**src/rtl/mem_ctrl_pkg.sv**
```systemverilog
// Shared definitions for the memory controller and the data cache above it:
// transfer states, default line geometry and the IO address decode.
package mem_ctrl_pkg;

    localparam int BLOCK_WIDTH_DEF = 4;
    localparam int BLOCK_SIZE_DEF  = 2 ** BLOCK_WIDTH_DEF;

    // IO space is selected by address bits [17:16]
    localparam logic [1:0] IO_ADDR_SEL = 2'b11;

    typedef enum logic [2:0] {
        ST_IDLE,
        ST_LINE_READ,
        ST_LINE_WRITE,
        ST_IO_READ,
        ST_IO_WRITE
    } state_e;

    function automatic logic is_io_addr(input logic [31:0] addr);
        return addr[17:16] == IO_ADDR_SEL;
    endfunction

endpackage

```
**src/rtl/mem_ctrl.sv**
```systemverilog
// Memory controller: serialises cache line refills / write-backs into
// byte-wide RAM transfers and performs single-byte IO reads and writes.
// Completion is signalled with one-cycle pulses; no new request is taken
// in a pulse cycle so the requester can drop or change its request.
module mem_ctrl
    import mem_ctrl_pkg::*;
#(
    parameter int BLOCK_WIDTH = BLOCK_WIDTH_DEF,
    parameter int BLOCK_SIZE  = 2 ** BLOCK_WIDTH
) (
    input  logic                      clkIn,
    input  logic                      resetIn,
    input  logic                      readyIn,
    input  logic                      clearIn,
    input  logic                      lineReq,
    input  logic                      lineRead,
    input  logic [31:BLOCK_WIDTH]     lineAddr,
    input  logic [BLOCK_SIZE*8-1:0]   lineWriteData,
    output logic                      lineDataValid,
    output logic [31:BLOCK_WIDTH]     lineAddrOut,
    output logic [BLOCK_SIZE*8-1:0]   lineDataOut,
    output logic                      lineWriteAccept,
    input  logic                      ioReq,
    input  logic                      ioRead,
    input  logic [31:0]               ioAddr,
    input  logic [7:0]                ioWriteData,
    output logic                      ioDataValid,
    output logic [31:0]               ioDataOut,
    output logic                      ioWriteSuc,
    input  logic [7:0]                memIn,
    output logic [7:0]                memOut,
    output logic [31:0]               memAddrOut,
    output logic                      memWriteOut,
    input  logic                      ioBufferFull
);

    localparam logic [BLOCK_WIDTH:0] CNT_FULL = (BLOCK_WIDTH + 1)'(BLOCK_SIZE);
    localparam logic [BLOCK_WIDTH:0] CNT_LAST = (BLOCK_WIDTH + 1)'(BLOCK_SIZE - 1);

    state_e                     state_q, state_d;
    // next byte index to issue; capture index is always one behind
    logic [BLOCK_WIDTH:0]       cnt_q, cnt_d;
    // memIn this cycle holds the byte addressed in the previous issue
    logic                       cap_q, cap_d;
    logic [BLOCK_SIZE*8-1:0]    line_q, line_d;
    logic [31:BLOCK_WIDTH]      laddr_q, laddr_d;
    logic [31:0]                io_addr_q, io_addr_d;
    logic [7:0]                 io_wdata_q, io_wdata_d;
    logic [31:0]                io_data_q, io_data_d;
    logic                       line_valid_q, line_valid_d;
    logic                       line_acc_q, line_acc_d;
    logic                       io_valid_q, io_valid_d;
    logic                       io_suc_q, io_suc_d;

    logic                       pulse_busy;
    logic                       cap_en;
    logic [BLOCK_WIDTH-1:0]     iss_idx;
    logic [BLOCK_WIDTH-1:0]     cap_idx;

    assign iss_idx    = cnt_q[BLOCK_WIDTH-1:0];
    assign cap_idx    = BLOCK_WIDTH'(cnt_q - 1'b1);
    assign pulse_busy = line_valid_q | line_acc_q | io_valid_q | io_suc_q;

    // Next-state logic: acceptance, transfer sequencing and byte capture
    always_comb begin
        state_d      = state_q;
        cnt_d        = cnt_q;
        cap_d        = cap_q;
        line_d       = line_q;
        laddr_d      = laddr_q;
        io_addr_d    = io_addr_q;
        io_wdata_d   = io_wdata_q;
        io_data_d    = io_data_q;
        line_valid_d = 1'b0;
        line_acc_d   = 1'b0;
        io_valid_d   = 1'b0;
        io_suc_d     = 1'b0;
        cap_en       = 1'b0;

        if (readyIn) begin
            case (state_q)
                ST_IDLE: begin
                    if (!pulse_busy) begin
                        if (lineReq) begin
                            laddr_d = lineAddr;
                            cnt_d   = '0;
                            cap_d   = 1'b0;
                            if (lineRead) begin
                                state_d = ST_LINE_READ;
                            end else begin
                                state_d = ST_LINE_WRITE;
                                line_d  = lineWriteData;
                            end
                        end else if (ioReq) begin
                            io_addr_d  = ioAddr;
                            io_wdata_d = ioWriteData;
                            cap_d      = 1'b0;
                            state_d    = ioRead ? ST_IO_READ : ST_IO_WRITE;
                        end
                    end
                end
                ST_LINE_READ: begin
                    cap_en = cap_q;
                    if (cnt_q == CNT_FULL) begin
                        state_d      = ST_IDLE;
                        cap_d        = 1'b0;
                        line_valid_d = 1'b1;
                    end else begin
                        cnt_d = cnt_q + 1'b1;
                        cap_d = 1'b1;
                    end
                end
                ST_LINE_WRITE: begin
                    cnt_d = cnt_q + 1'b1;
                    if (cnt_q == CNT_LAST) begin
                        state_d    = ST_IDLE;
                        line_acc_d = 1'b1;
                    end
                end
                ST_IO_READ: begin
                    if (clearIn) begin
                        state_d = ST_IDLE;
                        cap_d   = 1'b0;
                    end else if (cap_q) begin
                        io_data_d  = {24'b0, memIn};
                        state_d    = ST_IDLE;
                        cap_d      = 1'b0;
                        io_valid_d = 1'b1;
                    end else begin
                        cap_d = 1'b1;
                    end
                end
                ST_IO_WRITE: begin
                    if (!ioBufferFull) begin
                        state_d  = ST_IDLE;
                        io_suc_d = 1'b1;
                    end
                end
                default: state_d = ST_IDLE;
            endcase
        end

        if (cap_en) begin
            for (int i = 0; i < BLOCK_SIZE; i++) begin
                if (cap_idx == i[BLOCK_WIDTH-1:0]) begin
                    line_d[i*8 +: 8] = memIn;
                end
            end
        end
    end

    // RAM port drive. While frozen with a byte in flight, the last issued
    // address is held so memIn is valid for that byte on resume.
    always_comb begin
        memAddrOut  = '0;
        memOut      = '0;
        memWriteOut = 1'b0;
        case (state_q)
            ST_LINE_READ: begin
                if (cap_q && (!readyIn || cnt_q == CNT_FULL)) begin
                    memAddrOut = {laddr_q, cap_idx};
                end else begin
                    memAddrOut = {laddr_q, iss_idx};
                end
            end
            ST_LINE_WRITE: begin
                memAddrOut  = {laddr_q, iss_idx};
                memWriteOut = readyIn;
                for (int i = 0; i < BLOCK_SIZE; i++) begin
                    if (iss_idx == i[BLOCK_WIDTH-1:0]) begin
                        memOut = line_q[i*8 +: 8];
                    end
                end
            end
            ST_IO_READ: begin
                memAddrOut = io_addr_q;
            end
            ST_IO_WRITE: begin
                memAddrOut  = io_addr_q;
                memOut      = io_wdata_q;
                memWriteOut = readyIn && !ioBufferFull;
            end
            default: ;
        endcase
    end

    // State and output registers with synchronous reset
    always_ff @(posedge clkIn) begin
        if (resetIn) begin
            state_q      <= ST_IDLE;
            cnt_q        <= '0;
            cap_q        <= 1'b0;
            line_q       <= '0;
            laddr_q      <= '0;
            io_addr_q    <= '0;
            io_wdata_q   <= '0;
            io_data_q    <= '0;
            line_valid_q <= 1'b0;
            line_acc_q   <= 1'b0;
            io_valid_q   <= 1'b0;
            io_suc_q     <= 1'b0;
        end else begin
            state_q      <= state_d;
            cnt_q        <= cnt_d;
            cap_q        <= cap_d;
            line_q       <= line_d;
            laddr_q      <= laddr_d;
            io_addr_q    <= io_addr_d;
            io_wdata_q   <= io_wdata_d;
            io_data_q    <= io_data_d;
            line_valid_q <= line_valid_d;
            line_acc_q   <= line_acc_d;
            io_valid_q   <= io_valid_d;
            io_suc_q     <= io_suc_d;
        end
    end

    assign lineDataValid   = line_valid_q;
    assign lineWriteAccept = line_acc_q;
    assign lineAddrOut     = laddr_q;
    assign lineDataOut     = line_q;
    assign ioDataValid     = io_valid_q;
    assign ioWriteSuc      = io_suc_q;
    assign ioDataOut       = io_data_q;

endmodule

```
**config.mk**
```make
export PLATFORM = sky130hd
export DESIGN_NAME = mem_ctrl
export DESIGN_NICKNAME = d
export VERILOG_FILES = /design/src/rtl/mem_ctrl_pkg.sv /design/src/rtl/mem_ctrl.sv
export SDC_FILE = /design/constraint.sdc
export NUM_CORES = 1
export LEC_CHECK = 0
export CORE_MARGIN = 2
export CORE_UTILIZATION = 41
export CTS_CLUSTER_SIZE = 20
export DETAILED_ROUTE_END_ITERATION = 16
export PLACE_DENSITY = 0.89
export SLEW_MARGIN = 20
export SYNTH_ARGS = -nofsm -noshare
export SYNTH_HDL_FRONTEND = slang
export SYNTH_SLANG_ARGS = --single-unit
export TNS_END_PERCENT = 1
```
**constraint.sdc**
```tcl
create_clock -name clkIn -period 2.7 [get_ports clkIn]
set_clock_uncertainty 0.2 [all_clocks]
set_input_delay 0.405 -clock clkIn [delete_from_list [all_inputs] [get_ports clkIn]]
set_output_delay 0.405 -clock clkIn [all_outputs]
set_load 0.005 [all_outputs]
```
==> results.cfg, run 1 <==
[power]
combPwrFrac = 0.238
ir_worst_vdd_uv = 399
p_switching_mw = 2.59
internal-power_mw = 6.35
p_seq_frac = 0.393
powerDensity_nw_per_um2 = 484
sw_frac_of_total = 0.290
p_leak_nw = 6.52
clkPwrFrac = 0.370

[detailed_routing]
detail-route-antenna-nets = 0
post_drt_wl_per_cell_um = 21.7
num_vias = 14100
vias_per_cell = 5.86
wl_um = 52100
route.detailed.drc = 0
drt_iter0_drc = 1408
drt_pre_antenna_iters = 6

[die]
rows = 62
die-area_um2 = 30400
die_h_um = 174
pin_count = 446
die_x_um = 174
core_um2 = 28600
initial_core_util = 0.415

[grt]
grt_pass1_wl_um = 78800
grt_remaining_overflow = 0
antenna_found_initial = 2
grt_max_degree = 98
grt_pass1_vias = 13650
track_usage = 0.325

[synth]
synth_top_cell_area_share = 0.365
netlist-cell-type-count = 78
syn_avg_cell_area_um2 = 7.62
synthArstFlopShare = 0
yosysWarnings = 0
synth_area_leader_cell = dfxtp_1
synth-edff-count = 0
synth_ff_type = dfxtp_1
yosysSeqAreaShare = 0.365
ys_ff_latch = 217
synth_area_leaders = dfxtp_1 37%, nand2_1 14%, a311oi_1 8.2%
syn_area_um2 = 11900
synth_cells = 1561

[sta]
max_freq_mhz = 309
worst_slew_pin_slew_ps = 732
min_period_ps = 3240
worst_slack_ps = -535
rsz0062_at_grt = true
slew_headroom = 0.512
period_share = 1.20
hold_viol_final = 0
slew_viol_final = 0
setup-violations-final = 23

[place]
place_area_um2 = 17000
dp_hpwl_um = 37900
place.gp.congestion = 0.983
place_ws_ps = -485
dp.cells = 2337
numPortBuffers = 421

[finish]
nNetsFinal = 2222
nFillCells = 2296
regArea_um2 = 4360
drive_above_1_share = 0.174
stdcell_area_um2 = 18500
fin_cells = 2405
multi_input_area_um2 = 7110
synthToLayoutAreaGrowth_pct = 55.4

[worst_setup_path]
startpoint_type = register
path_delay_family = compound AO/OA/AOI/OAI gates
path_buf_inv = 3
cp_slowest_cell = or3_4
endpoint_kind = output port
arrival_ps = 2630
required_ps = 2100
slowest_delay_ps = 390
critical_path_peak_fanout = 5
crit_chain = buf_6, ha_4, or3_4, buf_4, o32ai_4, o2111a_1, o32a_1, buf_2
criticalPathCategory = register to output port

[clocking]
cts.clk_slew.worst_paths_ps = 60
clock_sinks = 217
htree_levels = 1
clk_latency_ps = 520
cts_tree = built
clock_path_buffers = 3
cts-root-buf = clkbuf_16
numCtsBuffers = 25

[flow_run]
cap_violations = 0

[run_status]
status = complete, but fails checks
failed_checks = setup timing

[min_path]
hold_class = input pin to register
-- registers in the layout, indices dropped and copies added (netlist names), 3 cells and up --
| register | cells |
|---|---|
| state_q | 3 |
| ioDataOut | 8 |
| io_wdata_q | 8 |
| lineDataOut | 128 |
| io_addr_q | 32 |
| lineAddrOut | 28 |
| cnt_q | 5 |
-- power by group through the flow --
| stage | combinational [mW] | clock [mW] | sequential [mW] |
|---|---|---|---|
| 6_report | 2.13 | 3.31 | 3.51 |
| 5_1_grt | 2.25 | 3.49 | 3.52 |
| 4_1_cts | 2.05 | 3.36 | 3.50 |
| 3_5_place_dp | 1.84 | 0 | 3.56 |
| 3_3_place_gp | 1.80 | 0 | 3.56 |
| 2_1_floorplan | 0.888 | 0 | 3.51 |
-- final timing paths --
check	start	depth (start not counted)	slack [ps]	endpoint
max	cnt_q[0]	8	-540	memOut[4]
min	resetIn	2	100	lineAddrOut[5]
max reg2reg	cnt_q[0]	19	-220	state_q[0]
min reg2reg	io_addr_q[22]	2	260	io_addr_q[22]
-- metal layers --
| metal | global-route usage | part of all wire | vias to the layer above |
|---|---|---|---|
| met5 | 0 | 0 | - |
| met2 | 0.556 | 0.48 | 885 |
| li1 | - | - | 6405 |
| met3 | 0.0556 | 0.089 | 153 |
| met4 | 0.119 | 0.042 | 0 |
| met1 | 0.410 | 0.39 | 6657 |
-- per-stage QoR --
stage	total power, mW	setup TNS [ps]	hold slack [ps]	util
6_report	8.94	-6570	99.9	0.646
5_1_grt	9.26	-8810	101	0.646
3_5_place_dp	5.40	-11240	249	0.593
3_3_place_gp	5.37	-7390	242	0.593
4_1_cts	8.91	-13090	62.6	0.644
2_1_floorplan	4.40	0	232	-
-- cell type report --
type | instances | area share
inverters | 27 | 0.00582
well taps | 384 | 0.0260
clock buffers | 33 | 0.0387
flip-flops and latches | 217 | 0.236
multi-input cells | 1159 | 0.385
clock inverters | 9 | 0.00413
diodes | 2 | 0.000271
repair buffers | 574 | 0.304
-- worst reg2reg max path, stage by stage, from the launching register on --
cell       delay [ps]
dfxtp_4           360
inv_4              70
ha_4              150
buf_6             130
nand4bb_4         120
buf_4             160
buf_6             100
buf_6             100
buf_6             100
buf_6             100
buf_6             100
buf_6             100
buf_6             100
buf_6             100
buf_6             100
buf_6             120
a21oi_4           120
o21a_1            190
nand4_1           120
a21oi_1           160
-- kinds of logic (layout without fill, tap and decap cells) --
logic type                 count (synthesis)  after routing  synth area share
other                                      1             26          0.000315
adders and majority gates                  5              5           0.00526
buffers and inverters                    208            643            0.0906
xor gates and xnor gates                   7              7           0.00516
muxes                                     12             12            0.0103
AOI/OAI and AO/OA                        409            409             0.264
and+or+nand+nor                          702            702             0.259
DFF                                      217            217             0.365
-- synthesized netlist by cell type (10+ instances only) --
master	count
a22o_1	38
mux2i_1	10
nor2b_1	22
o21ai_0	23
nand3_1	11
clkbuf_1	55
nor2_1	99
inv_1	26
nor3_1	68
dfxtp_1	217
buf_2	60
nand2b_1	11
buf_4	42
buf_1	15
a21oi_1	112
a311oi_1	112
nand2_1	429
a221oi_1	11
a311oi_2	17
-- timing repair --
action                                  in CTS  in global routing
gates resized for setup                    164                 99
cloned                                       2                  0
hold buffers                                 0                  0
pin swaps                                   39                 44
endpoints found under the setup margin      74                 87
buffers inserted                            19                  4
-- placed cells by master, fill, tap and decap left out, types with 9 or more instances in the layout --
| cell type | count |
|---|---|
| nand2_1 | 427 |
| clkdlybuf4s50_1 | 382 |
| dfxtp_1 | 210 |
| a311oi_1 | 112 |
| a21oi_1 | 102 |
| buf_4 | 102 |
| nor2_1 | 97 |
| nor3_1 | 67 |
| a22o_1 | 38 |
| buf_2 | 27 |
| clkbuf_16 | 25 |
| buf_6 | 25 |
| buf_12 | 25 |
| inv_1 | 24 |
| conb_1 | 24 |
| nor2b_1 | 18 |
| a311oi_2 | 17 |
| o21ai_0 | 12 |
| nand2b_1 | 10 |
| o21ai_1 | 10 |
| mux2i_1 | 10 |
| nand4_2 | 9 |
No activity file was read; power rests on OpenSTA's default activity.
==> run 2: changes to the inputs <==
CELL_PAD_IN_SITES_DETAIL_PLACEMENT = 1   (was unset)
CELL_PAD_IN_SITES_GLOBAL_PLACEMENT = 1   (was unset)
CORE_UTILIZATION = 32   (was 41)
PLACE_DENSITY = 0.93   (was 0.89)
REMOVE_ABC_BUFFERS = 1   (was unset)
clock period = 3.66 ns   (was 2.7 ns; I/O delays follow)
==> run 2 against run 1 <==
The run still ends with setup timing left. Sequential power shrank 26%. Clock-buffer cell count increased by 3. Hold slack improved by 120 ps. Wire length grew 17%.
==> results.cfg, run 2 (synthesis gave the netlist of run 1 again) <==
[run_status]
status = complete, but fails checks
failed_checks = setup timing

[die]
pin_count = 446
die_h_um = 197
initial_core_util = 0.325
die-area_um2 = 38700
die_x_um = 197
rows = 70
core_um2 = 36600

[place]
place_area_um2 = 16400
numPortBuffers = 421
place.gp.congestion = 0.897
dp_hpwl_um = 43500

[clocking]
clk_latency_ps = 550
cts_tree = built
cts-root-buf = clkbuf_16
htree_levels = 1
clock_path_buffers = 3
cts.clk_slew.worst_paths_ps = 60
numCtsBuffers = 26
hold_buffers = 0
clock_sinks = 217

[power]
finalPower_mw = 6.79
internal-power_mw = 4.77
powerDensity_nw_per_um2 = 385
p_switching_mw = 2.02
p_seq_frac = 0.382
sw_frac_of_total = 0.297
p_leak_nw = 5.94
ir_worst_vdd_uv = 281
combPwrFrac = 0.213
clkPwrFrac = 0.406

[sta]
hold_viol_final = 0
finalSetupTns_ps = -253
slew_headroom = 0.483
max_freq_mhz = 267
worst_slew_pin_slew_ps = 775
setup-violations-final = 4
rsz0062_at_grt = true
worst_slack_ps = -86.8
period_share = 1.02
holdWs_ps = 225
min_period_ps = 3750
slew_viol_final = 0

[worst_setup_path]
cp_slowest_cell = clkdlybuf4s50_1
arrival_ps = 3000
critical_path_peak_fanout = 18
startpoint_type = register
crit_chain = buf_4, ha_4, buf_8, nor2b_4, a21oi_1, o32ai_4, o2111a_1, o32a_1, clkdlybuf4s50_1
endpoint_kind = output port
criticalPathCategory = register to output port
slowest_delay_ps = 470
path_delay_family = compound AO/OA/AOI/OAI gates
required_ps = 2910
path_buf_inv = 3

[finish]
stdcell_area_um2 = 17600
final_common_cell = nand2_1
final_core_util = 0.482
layout_common_cells = 429 x nand2_1, 413 x clkdlybuf4s50_1, 212 x dfxtp_1, 112 x a311oi_1, 111 x a21oi_1
drive_above_1_share = 0.106
synthToLayoutAreaGrowth_pct = 48.3
nNetsFinal = 2139
largest_reg_flops = 128
regArea_um2 = 4360
nFillCells = 4346
multi_input_area_um2 = 6820

[detailed_routing]
route.met3.wl_um = 4700
route.detailed.drc = 0
routed.top_layer = met5
num_vias = 13912
detail-route-antenna-nets = 0
drt_pre_antenna_iters = 5
wl_um = 60900
post_drt_wl_per_cell_um = 25.3
drt_iter0_drc = 849
wl_met1_um = 25100
vias_per_cell = 5.77
wl_met2_um = 28700

[grt]
grt_pass1_vias = 14617
grt_pass1_wl_um = 89700
grt_max_degree = 129
track_usage = 0.300
grt_remaining_overflow = 0
antenna_found_initial = 4

[min_path]
hold_class = input pin to register

[flow_run]
cap_violations = 0
-- run 2: worst register-to-register path, stage by stage (launching register included) --
cell	delay, ps
dfxtp_2	330
inv_2	100
ha_4	180
buf_4	180
buf_12	170
or2_1	200
o21ai_0	140
a21oi_2	610
or2_1	510
a311oi_1	170
-- run 2: final timing paths --
path | end | depth (start not counted) | from | slack (ps)
min reg2reg | io_wdata_q[3] | 2 | io_wdata_q[3] | 250
min | ioDataOut[3] | 2 | resetIn | 220
max | memOut[3] | 9 | cnt_q[1] | -90
max reg2reg | lineDataOut[81] | 9 | cnt_q[1] | 710
-- run 2: timing repair --
item                       4_1_cts  5_1_grt
resized for setup               55       21
pin swaps                        6        7
buffers inserted                 2        3
gates cloned                     0        1
setup endpoints to repair       41       39
-- run 2: power groups by stage --
stage	Sequential [mW]	Combinational, mW	Clock (mW)
after floorplan	2.60	0.517	0
after global placement	2.63	1.32	0
after detailed placement	2.63	1.35	0
after CTS	2.59	1.40	2.77
after global routing	2.60	1.53	2.87
final	2.59	1.44	2.75
-- run 2: metal layers --
| layer | vias up | GRT usage |
|---|---|---|
| met4 | 2 | 0.119 |
| met2 | 647 | 0.504 |
| met5 | - | 0 |
| met1 | 6880 | 0.379 |
| li1 | 6235 | - |
| met3 | 148 | 0.0556 |
-- run 2: cell type report --
| class | count | share of cell area |
|---|---|---|
| multi-input cells | 1159 | 0.387 |
| repair buffers | 490 | 0.276 |
| flip-flops and latches | 217 | 0.247 |
| clock buffers | 36 | 0.0424 |
| well taps | 468 | 0.0332 |
| clock inverters | 11 | 0.00865 |
| inverters | 27 | 0.00589 |
| diodes | 3 | 0.000426 |
-- run 2: metrics by stage --
stage / setup WS [ps] / cells
6_report: -86.8 / 2411
2_1_floorplan: -2660 / 1403
4_1_cts: -81.4 / 2404
3_5_place_dp: 165 / 2355
5_1_grt: -156 / 2411
3_3_place_gp: 199 / 2355
